`config.mk`:
```
export PLATFORM = sky130hd
export DESIGN_NAME = mips_io_resp
export DESIGN_NICKNAME = d
export VERILOG_FILES = /design/src/rtl/mips_io_pkg.sv /design/src/rtl/mips_io_resp_io_fifo.sv /design/src/rtl/mips_io_resp.sv
export SDC_FILE = /design/constraint.sdc
export NUM_CORES = 1
export LEC_CHECK = 0
export ABC_AREA = 1
export CORE_AREA = 2 2 109 111
export DETAILED_ROUTE_END_ITERATION = 8
export DIE_AREA = 0 0 111 113
export DONT_BUFFER_PORTS = 1
export MAX_ROUTING_LAYER = met4
export PLACE_DENSITY = 0.5
export SYNTH_ARGS = -nofsm -noshare
export SYNTH_HDL_FRONTEND = slang
export SYNTH_SLANG_ARGS = --single-unit
```
`constraint.sdc`:
```
create_clock -name clk -period 3.5 [get_ports clk]
set_input_delay 0.525 -clock clk [delete_from_list [all_inputs] [get_ports clk]]
set_output_delay 0.525 -clock clk [all_outputs]
set_load 0.005 [all_outputs]
```
`src/rtl/mips_io_pkg.sv`:
```
// Shared constants for the memory-mapped I/O responder: register offsets and STATUS bit positions.
package mips_io_pkg;

   // Register offsets within the 16-byte I/O window
   localparam logic [3:0] OFF_TXDATA = 4'd0;
   localparam logic [3:0] OFF_STATUS = 4'd1;
   localparam logic [3:0] OFF_TCOUNT = 4'd2;
   localparam logic [3:0] OFF_TCMP   = 4'd3;
   localparam logic [3:0] OFF_LED    = 4'd4;

   // STATUS register bit positions
   localparam int unsigned ST_TFLAG = 0;
   localparam int unsigned ST_EMPTY = 1;
   localparam int unsigned ST_FULL  = 2;
   localparam int unsigned ST_OVF   = 3;

endpackage

```
`src/rtl/mips_io_resp_io_fifo.sv`:
```
// Circular transmit FIFO; a push while full is dropped, a pop while empty is ignored.
module io_fifo #(
   parameter int unsigned WIDTH   = 8,
   parameter int unsigned DEPTH   = 4,
   parameter int unsigned PTRBITS = 2
) (
   input  logic             clk,
   input  logic             reset,
   input  logic             push,
   input  logic             pop,
   input  logic [WIDTH-1:0] din,
   output logic [WIDTH-1:0] dout,
   output logic             full,
   output logic             empty
);

   logic [WIDTH-1:0]   mem_q [DEPTH];
   logic [PTRBITS-1:0] wr_ptr_q, wr_ptr_d;
   logic [PTRBITS-1:0] rd_ptr_q, rd_ptr_d;
   logic [PTRBITS:0]   count_q, count_d;
   logic               do_push, do_pop;

   assign full    = (count_q == DEPTH[PTRBITS:0]);
   assign empty   = (count_q == '0);
   assign do_push = push & ~full;
   assign do_pop  = pop & ~empty;
   assign dout    = mem_q[rd_ptr_q];

   // Pointer and occupancy next-state; pointers wrap naturally at PTRBITS bits
   always_comb begin
      wr_ptr_d = wr_ptr_q;
      rd_ptr_d = rd_ptr_q;
      count_d  = count_q;
      if (do_push) wr_ptr_d = wr_ptr_q + 1'b1;
      if (do_pop)  rd_ptr_d = rd_ptr_q + 1'b1;
      if (do_push && !do_pop) count_d = count_q + 1'b1;
      if (!do_push && do_pop) count_d = count_q - 1'b1;
   end

   // Pointer/count state, cleared asynchronously so contents vanish at once
   always_ff @(posedge clk or posedge reset) begin
      if (reset) begin
         wr_ptr_q <= '0;
         rd_ptr_q <= '0;
         count_q  <= '0;
      end else begin
         wr_ptr_q <= wr_ptr_d;
         rd_ptr_q <= rd_ptr_d;
         count_q  <= count_d;
      end
   end

   // Storage array; contents need no reset since empty masks them
   always_ff @(posedge clk) begin
      if (do_push) mem_q[wr_ptr_q] <= din;
   end

endmodule

```
`src/rtl/mips_io_resp.sv`:
```
// Memory-mapped I/O responder: TX FIFO, compare-wrap timer with sticky flag, LED register.
module mips_io_resp
   import mips_io_pkg::*;
#(
   parameter int unsigned      WIDTH      = 8,
   parameter logic [WIDTH-1:0] IOBASE     = 8'hF0,
   parameter int unsigned      FIFO_DEPTH = 4,
   parameter int unsigned      PTRBITS    = 2
) (
   input  logic             clk,
   input  logic             reset,
   input  logic             memread,
   input  logic             memwrite,
   input  logic [WIDTH-1:0] adr,
   input  logic [WIDTH-1:0] writedata,
   output logic [WIDTH-1:0] iodata,
   output logic             iosel,
   output logic [WIDTH-1:0] out_data,
   output logic             out_valid,
   input  logic             out_ready,
   output logic [WIDTH-1:0] leds
);

   logic             hit, wr_en;
   logic [3:0]       off;
   logic             fifo_full, fifo_empty, push, pop;
   logic             tmatch;
   logic [WIDTH-1:0] status, rdata;

   logic [WIDTH-1:0] iodata_q, iodata_d;
   logic             iosel_q, iosel_d;
   logic [WIDTH-1:0] leds_q, leds_d;
   logic [WIDTH-1:0] tcount_q, tcount_d;
   logic [WIDTH-1:0] tcmp_q, tcmp_d;
   logic             tflag_q, tflag_d;
   logic             ovf_q, ovf_d;

   assign hit   = (adr[WIDTH-1:4] == IOBASE[WIDTH-1:4]);
   assign off   = adr[3:0];
   assign wr_en = memwrite & hit;
   assign push  = wr_en & (off == OFF_TXDATA);
   assign pop   = out_valid & out_ready;

   io_fifo #(
      .WIDTH   (WIDTH),
      .DEPTH   (FIFO_DEPTH),
      .PTRBITS (PTRBITS)
   ) u_fifo (
      .clk   (clk),
      .reset (reset),
      .push  (push),
      .pop   (pop),
      .din   (writedata),
      .dout  (out_data),
      .full  (fifo_full),
      .empty (fifo_empty)
   );

   assign out_valid = ~fifo_empty;

   // STATUS image and read mux over pre-edge register values
   always_comb begin
      status           = '0;
      status[ST_TFLAG] = tflag_q;
      status[ST_EMPTY] = fifo_empty;
      status[ST_FULL]  = fifo_full;
      status[ST_OVF]   = ovf_q;
      case (off)
         OFF_STATUS: rdata = status;
         OFF_TCOUNT: rdata = tcount_q;
         OFF_TCMP:   rdata = tcmp_q;
         OFF_LED:    rdata = leds_q;
         default:    rdata = '0;
      endcase
   end

   // Register writes, timer step and sticky flags (a set beats a same-cycle W1C)
   always_comb begin
      iodata_d = iodata_q;
      iosel_d  = 1'b0;
      if (memread && hit) begin
         iodata_d = rdata;
         iosel_d  = 1'b1;
      end

      leds_d = leds_q;
      tcmp_d = tcmp_q;
      if (wr_en && off == OFF_LED)  leds_d = writedata;
      if (wr_en && off == OFF_TCMP) tcmp_d = writedata;

      tmatch   = (tcmp_q != '0) && (tcount_q == tcmp_q);
      tcount_d = tcount_q;
      if (tcmp_q != '0) tcount_d = tmatch ? '0 : tcount_q + WIDTH'(1);
      if (wr_en && off == OFF_TCOUNT) tcount_d = writedata;

      tflag_d = tflag_q;
      ovf_d   = ovf_q;
      if (wr_en && off == OFF_STATUS) begin
         if (writedata[ST_TFLAG]) tflag_d = 1'b0;
         if (writedata[ST_OVF])   ovf_d   = 1'b0;
      end
      if (tmatch)           tflag_d = 1'b1;
      if (push && fifo_full) ovf_d  = 1'b1;
   end

   // Architectural state
   always_ff @(posedge clk or posedge reset) begin
      if (reset) begin
         iodata_q <= '0;
         iosel_q  <= 1'b0;
         leds_q   <= '0;
         tcount_q <= '0;
         tcmp_q   <= '0;
         tflag_q  <= 1'b0;
         ovf_q    <= 1'b0;
      end else begin
         iodata_q <= iodata_d;
         iosel_q  <= iosel_d;
         leds_q   <= leds_d;
         tcount_q <= tcount_d;
         tcmp_q   <= tcmp_d;
         tflag_q  <= tflag_d;
         ovf_q    <= ovf_d;
      end
   end

   assign iodata = iodata_q;
   assign iosel  = iosel_q;
   assign leds   = leds_q;

endmodule
```
Word-level counts from Yosys, hierarchy flattened
Memories as Yosys holds them, arrays and structs flattened.
Index checks and enable logic that the tools add are counted.
Storage, ports and cells
  register bits after elaboration: 42
  bits in writable memories: 32
  input port bits: 21
  output and inout bits: 26
  word-level logic and storage cells: 67
  memories kept: 1
Operators by class
  add/subtract/negate cells: 5
  equal/unequal tests: 7
  muxes and demuxes: 15
  bitwise gates (word level): 7
  reduce and logical (&&, ||, !) cells: 22
Memories
  u_fifo.mem_q: words 4, bits a word 8, rd ports 1, clocked after Yosys merged registers in 0, wr ports 1, line mips_io_resp_io_fifo.sv:17  | logic [WIDTH-1:0] mem_q [DEPTH];
Operator list (number)
  one-hot mux 8 bit (4 select lines): 1
  2-to-1 mux 8 bit: 3
  nonzero test 2 bit: 6
  logical AND 1 bit: 9
  2-to-1 mux 1 bit: 9
  adder 8 x 1 -> 8 bit, second input constant: 1
  equality test 4 x 2 -> 1 bit, second input constant: 2
  equality test 8 bit: 1
  nonzero test 8 bit: 1
  2-to-1 mux 3 bit: 2
  bitwise AND 1 bit: 5
  adder 2 x 1 -> 2 bit, second input constant: 2
  equality test 4 x 1 -> 1 bit, second input constant: 1
  equality test 4 x 3 -> 1 bit, second input constant: 1
  equality test 4 bit, second input constant: 1
  logical NOT 4 bit: 1
  AND reduction 2 bit: 2
  adder 3 x 1 -> 3 bit, second input constant: 1
  equality test 3 bit, second input constant: 1
  logical NOT 3 bit: 1
  subtractor 3 x 1 -> 3 bit, second input constant: 1
  logical NOT 1 bit: 2
  NOT 1 bit: 2

Logic depth before layout (Yosys ltp)
Gate-level depths: netlist of the first run.
  word-level depth: 8
  mapped depth: 11
  depth with buffers taken out: 11

Cells and area by module
Synthesis of the first run repeated with hierarchy kept, for this count alone.
Unflattened totals
  cells, all modules: 439
  area total of the unflattened synthesis: 3776.1 µm²
By module, submodules not included
  mips_io_resp: instances 1, cells each 284, area an instance 2020.7 µm²
  io_fifo: instances 1, cells each 155, area an instance 1755.4 µm²

Worst setup path before layout of the first run
Ideal clock, no wire load.
  path kind: input port to flip-flop
  start point: input adr[4]
  end point: register u_fifo.count_q[2]
  setup time: 0.131 ns
  arrival time: 1.972 ns
  required time: 3.369 ns
  slack: 1.397 ns
  stages on the path: 11
  path buffers: 0
  path through: nand2_1 > nor2_2 > nand2_2 > clkinv_2 > nand4_2 > ha_1 > inv_1 > fa_1 > a21oi_1 > o21ai_0 > xor2_1
Between the ends
  cells in the longest elaborated chain, start to end: 7
  elaborated cells between the ends (all ways): 9
  those cells by class: eq/ne: 1; mux: 1; bitwise: 3; reduce/logical: 4
RTL lines
  start, declared: line mips_io_resp.sv:14  | input logic [WIDTH-1:0] adr,
  equality test 4 bit (*): line mips_io_resp.sv:38  | assign hit = (adr[WIDTH-1:4] == IOBASE[WIDTH-1:4]);
  bitwise AND 1 bit (*): line mips_io_resp.sv:40  | assign wr_en = memwrite & hit;
  bitwise AND 1 bit (*): line mips_io_resp.sv:41  | assign push = wr_en & (off == OFF_TXDATA);
  bitwise AND 1 bit (*): line mips_io_resp_io_fifo.sv:25  | assign do_push = push & ~full;
  logical NOT 1 bit: line mips_io_resp_io_fifo.sv:37  | if (!do_push && do_pop) count_d = count_q - 1'b1;
  logical AND 1 bit: line mips_io_resp_io_fifo.sv:37
  2-to-1 mux 3 bit / nonzero test 2 bit (equally long branches)
  end signal, assigned: line mips_io_resp_io_fifo.sv:49  | count_q <= count_d;
  end, declared: line mips_io_resp_io_fifo.sv:20  | logic [PTRBITS:0] count_q, count_d;
Mark *: on every way between the ends. The rest lies on a longest branch, timed or not.
A chain may end at the register's enable or synchronous reset.

Worst setup path in the final report of the first run
  start point: register u_fifo.rd_ptr_q[0]
  end point: output out_data[3]
Between the ends
  cells in the longest elaborated chain, start to end: 1
RTL lines
  start, declared: line mips_io_resp_io_fifo.sv:19  | logic [PTRBITS-1:0] rd_ptr_q, rd_ptr_d;
  start signal, assigned: line mips_io_resp_io_fifo.sv:48  | rd_ptr_q <= rd_ptr_d;
  memory (4 x 8 bit)
  end, declared: line mips_io_resp.sv:18  | output logic [WIDTH-1:0] out_data,
No other way between the ends.

==> qor.txt, run 1 <==
Status - completed
Final setup TNS - 0 ns
Seq/Total Area, Yosys - 55.3%
Post-Synthesis Cells - 402
Synth Flop Type - dfrtp_1
Initial antenna violation count - 0
Fmax - 424 MHz
YS warnings - 0
PortBufs - 0
Core area - 11300 um^2
Layout cell share with drive strength beyond 1 - 10.0%
Area Overhead vs Synth - 11.7%
Number of synthesized register bits - 74
Post-cts repair resize count - 0
Async S/R FF share, synth - 56.8%
Area leader, netlist - dfrtp_1
Area contributors post-synth - dfrtp_1 29%, edfxtp_1 26%, nand2_1 11%, o21ai_0 6.2%, inv_1 5.7%
Crit. End Element - output port
Post-Route WL - 8340 um
Syn Area/Cell - 9.06 um^2
Post-synth EDFFs - 32
Inserted Clock Buffers - 9
Vias in the first global route - 2659
Mapped cell area - 3640 um^2
Fin crit period - 2.36 ns
Leak Pwr - 0.00183 uW
Starting Density - 32.3%
CTS tree - built
CTS Sinks - 74
Hold buffer count at cts - 0
Drt drc - 0
Total track usage - 14.7%
Worst Clk Skew - 0.00423 ns
Die Area - 12500 um^2
CP startpoint kind - flip-flop
Largest net degree at the start of global routing - 43
Peak VDD IR - 0.241 mV
Least-Margin Pin Slew - 0.768 ns
Vias per inst - 4.68
Sequential share of power - 43.8%
Clock Power Share - 34.7%
Synth top cells by count - 103 x nand2_1, 55 x inv_1, 45 x o21ai_0
First-pass GRT wire length - 14000 um
Post-CTS setup buffer count - 0
Design Power - 2560 uW
Crit path arrival time - 1.83 ns
Clk Tree Root Cell - clkbuf_16
# fillers - 1148
DR vias - 2588
Final nets - 434
Comb pwr share - 21.5%
GP Congestion - 0.823
Max clock buf depth - 2
Crit Path Category - reg -> out
Antenna viol nets, final - 0
Final setup violation count - 0
# diodes - 0
RSZ-0062 raised after global routing - no
FP Rows - 39
P per Cell Area - 630 nW/um^2
Die Wd - 111 um
1st-iter DRT viols - 172
Worst EP required - 2.97 ns
CTS clk-pin slew, worst paths - 0.06 ns
DIE HEIGHT - 113 um
H-tree Lvls - 3
Synth unique cells - 31
Min-Delay Path Class - in -> async
NetSw - 832 uW
Max Cap Viol - 0
Drt first pass iters - 4
Final Max Tran Viols - 0
Wire per inst - 15.1 um
Top cell type's share of synthesized area - 28.9%
Final period util - 67.4%
Mapped Nets - 430
HPWL after detailed placement - 6000 um
Sw Ratio - 32.5%
Total gr overflow - 0
IO Pins - 47
Final hold vios - 0
Most numerous cell in the Yosys netlist - nand2_1
P_int - 1730 uW
Crit Path Max Fanout - 18
Relative slew margins - 48.6%
Worst-Skew Late Latency - 0.32 ns
-- sequential cells by signal, indices dropped and copies added (netlist names) --
register,cells
tflag_q,1
u_fifo.wr_ptr_q,2
ovf_q,1
u_fifo.rd_ptr_q,2
tcmp_q,8
u_fifo.count_q,3
iosel,1
iodata,8
u_fifo.mem_q,32
leds,8
tcount_q,8
-- critical path, cell delays in order (launching register included) --
cell and delay, ns:
dfrtp_1 0.70, inv_1 0.40, o21ai_0 0.28, o22ai_1 0.12
-- cell families (layout without fill, tap and decap cells) --
group                      Yosys count  after routing  share of synthesized area (%)
buffers and inverters               65             73                           7.18
AOI/OAI and AO/OA                   66             66                           10.2
and+or+nand+nor                    177            177                           21.6
DFF                                 74             74                           55.3
adders and majority gates            7              7                           2.61
xor gates and xnor gates            13             13                           3.13
-- final timing paths --
path,from,endpoint,slack [ns],cells past startpoint
max,u_fifo.rd_ptr_q[0],out_data[3],1.14,3
min in group clk,writedata[0],u_fifo.mem_q[0][0],0.29,0
max reg2reg,u_fifo.count_q[0],u_fifo.count_q[2],1.45,9
min reg2reg,u_fifo.count_q[0],u_fifo.count_q[0],0.48,1
min,reset,u_fifo.count_q[1],0.22,2
max in group asynchronous,reset,tcount_q[5],2.89,2
-- cell usage in the layout (no fill, tap or decap) --
master	netlist	final
a21oi_1	3	3
buf_4	0	1
nand3b_1	1	1
clkinv_2	1	3
nand2_4	1	1
o22ai_1	8	8
o21ai_1	2	2
nand3_4	1	1
inv_1	55	54
nand2_1	103	103
xnor2_1	5	5
ha_1	6	6
nor2_1	33	33
o21ai_2	8	8
bufinv_16	0	1
nand4_1	3	3
clkinv_1	0	2
fa_1	1	1
nand2_2	5	5
xor2_1	8	8
nand4_2	1	1
dfrtp_1	42	42
o21ai_0	45	45
inv_4	1	1
nor2_2	5	5
nor2_8	1	1
clkinvlp_4	0	2
nand3_1	21	21
nor2_4	2	2
clkbuf_16	0	9
edfxtp_1	32	32
-- power by group through the flow --
stage          clock [uW]  sequential, uW  combinational (uW)
3_5_place_dp            0            1140                 555
3_3_place_gp            0            1140                 544
6_report              889            1120                 551
5_1_grt               953            1140                 647
4_1_cts               909            1120                 561
2_1_floorplan           0            1050                 499
-- final cells by class --
class	count	area (um^2)	share of cell area [%]
tap	143	179	4.40
multi-input combinational	263	1370	33.6
clock buffer	9	225	5.54
clock inverter	6	58.8	1.45
inverter	57	218	5.35
timing repair buffer	1	7.51	0.185
sequential	74	2010	49.5
-- per-stage QoR --
stage / hold WS (ns) / instances / instance area [um^2] / util [%] / setup slack (ns)
final: 0.220 / 553 / 4070 / 36.1 / 1.14
after global routing: 0.274 / 553 / 4070 / 36.1 / 0.937
after detailed placement: 0.463 / 538 / 3780 / 33.6 / 1.22
after floorplan: 0.446 / 402 / 3640 / - / 1.40
after CTS: 0.249 / 553 / 4070 / 36.1 / 1.11
after global placement: 0.464 / 538 / 3780 / 33.6 / 1.28
-- routing by layer --
| layer | global-route usage, % | part of all wire [%] | up-vias |
|---|---|---|---|
| li1 | - | - | 1306 |
| met1 | 18.2 | 46 | 1215 |
| met2 | 23.6 | 47 | 57 |
| met3 | 4.45 | 5.8 | 10 |
| met4 | 4.42 | 1.3 | 0 |
| met5 | - | 0 | - |
Note: power is estimated with default switching activity, not from simulation.
==> inputs of run 2 (changes only) <==
==> constraint.sdc (replaced) <==
create_clock -name clk -period 2.3 [get_ports clk]
set_input_delay 0.345 -clock clk [delete_from_list [all_inputs] [get_ports clk]]
set_output_delay 0.345 -clock clk [all_outputs]
set_load 0.005 [all_outputs]
==> run 2 against run 1 <==
  * Die area is the same
  * Sequential share of layout area shrank 0.48 points
  * Register-to-register slack lost 1.1 ns
  * Non-clock buffer count grew 7
  * Power grew 50%
  * Worst hold slack lost 0.18 ns
  * Count of clock-buffer cells in the layout grew 1
  * Cell count grew 1.4%
==> qor.txt, run 2 (synthesized netlist as in run 1, its figures left out) <==
Final setup violation count - 0
Die Wd - 111 um
Post-cts repair resize count - 0
H-tree Lvls - 3
Leak Pwr - 0.00186 uW
Starting Density - 32.3%
Total track usage - 14.9%
Crit Path Category - reg -> reg
P per Cell Area - 937 nW/um^2
Antenna viol nets, final - 0
Initial antenna violation count - 0
Relative slew margins - 62.5%
CTS clk-pin slew, worst paths - 0.06 ns
Fin crit period - 1.95 ns
Wire per inst - 15.0 um
Clk Tree Root Cell - clkbuf_16
Peak VDD IR - 0.350 mV
1st-iter DRT viols - 204
GP Congestion - 0.825
Drt first pass iters - 4
Crit Path Max Fanout - 3
CTS tree - built
Final hold vios - 0
Crit path arrival time - 2.16 ns
Die Area - 12500 um^2
FP Rows - 39
Max Cap Viol - 0
Inserted Clock Buffers - 9
Worst Clk Skew - 0.00766 ns
Design Power - 3850 uW
Drt drc - 0
CP startpoint kind - flip-flop
Total gr overflow - 0
Max reg flops - 32
Clock Power Share - 33.5%
Post-Route WL - 8420 um
Min-Delay Path Class - in -> async
Largest register by flop count - u_fifo.mem_q
Commonest non-fill, non-tap cell in the layout - nand2_1
Commonest non-fill, non-tap cells in the layout - 103 x nand2_1, 54 x inv_1, 45 x o21ai_0, 42 x dfrtp_1, 33 x nor2_1
Final setup TNS - 0 ns
Crit. End Element - flip-flop
Comb pwr share - 23.2%
# diodes - 0
Hold buffer count at cts - 0
IO Pins - 47
Area Overhead vs Synth - 12.8%
HPWL after detailed placement - 6010 um
Sequential share of power - 43.3%
Max clock buf depth - 2
DR vias - 2619
NetSw - 1300 uW
Vias in the first global route - 2603
First-pass GRT wire length - 14100 um
Final nets - 441
Status - completed
P_int - 2550 uW
Sw Ratio - 33.7%
Post-CTS setup buffer count - 0
RSZ-0062 raised after global routing - no
PortBufs - 0
Vias per inst - 4.67
Layout cell share with drive strength beyond 1 - 11.7%
Fmax - 512 MHz
Final period util - 85.0%
Core area - 11300 um^2
Worst-Skew Late Latency - 0.33 ns
DIE HEIGHT - 113 um
Least-Margin Pin Slew - 0.562 ns
Worst EP required - 2.51 ns
Largest net degree at the start of global routing - 43
Final Max Tran Viols - 0
CTS Sinks - 74
## run 2: layout make-up
type	count	area (um^2)
inverters	57	218
clock inverters	6	42.5
multi-input cells	263	1370
well taps	143	179
clock buffers	10	229
flip-flops and latches	74	2010
repair buffers	8	60.1
fillers	1121	7160
## run 2: worst paths after layout
check / start / end / slack [ns] / depth (start not counted)
worst max-delay path: u_fifo.count_q[0] / u_fifo.count_q[2] / 0.35 / 9
min in group clk: writedata[6] / u_fifo.mem_q[1][6] / 0.11 / 0
max in group asynchronous: reset / tcount_q[7] / 1.87 / 2
worst min register to register: u_fifo.count_q[0] / u_fifo.count_q[0] / 0.47 / 1
worst max register to register: u_fifo.count_q[0] / u_fifo.count_q[2] / 0.35 / 9
worst min-delay path: reset / u_fifo.rd_ptr_q[0] / 0.04 / 2
## run 2: routing by layer
layer  wire length, um  vias to the layer above  global-route usage (%)
met2              4030                       49                    23.2
li1                  -                     1318                       -
met3               440                       10                    4.39
met1              3860                     1242                    19.0
met5                 0                        -                       -
met4                91                        0                    4.00
## run 2: stage by stage
stage	hold slack, ns	utilization, %	cell area [um^2]	worst slack (ns)	std cells
after floorplan	0.444	-	3640	0.377	402
after global placement	0.411	34.0	3840	0.386	545
after detailed placement	0.406	34.0	3840	0.291	545
after CTS	0.0469	36.4	4110	0.334	561
after global routing	0.0851	36.4	4110	0.179	561
final	0.0387	36.4	4110	0.345	561
## run 2: power by group through the flow
stage | Clock (uW) | Combinational (uW) | Sequential (uW)
after CTS | 1330 | 908 | 1670
after floorplan | 0 | 760 | 1600
after detailed placement | 0 | 907 | 1700
after global routing | 1390 | 1050 | 1690
after global placement | 0 | 876 | 1690
final | 1290 | 892 | 1670
## run 2: worst max-delay path, stage by stage, from the launching register on
cell and delay [ns]:
dfrtp_1 0.39, inv_1 0.12, nand3_1 0.15, nand4_2 0.14, ha_1 0.14, inv_1 0.07, fa_1 0.40, a21oi_1 0.15
o21ai_0 0.12, xor2_1 0.15
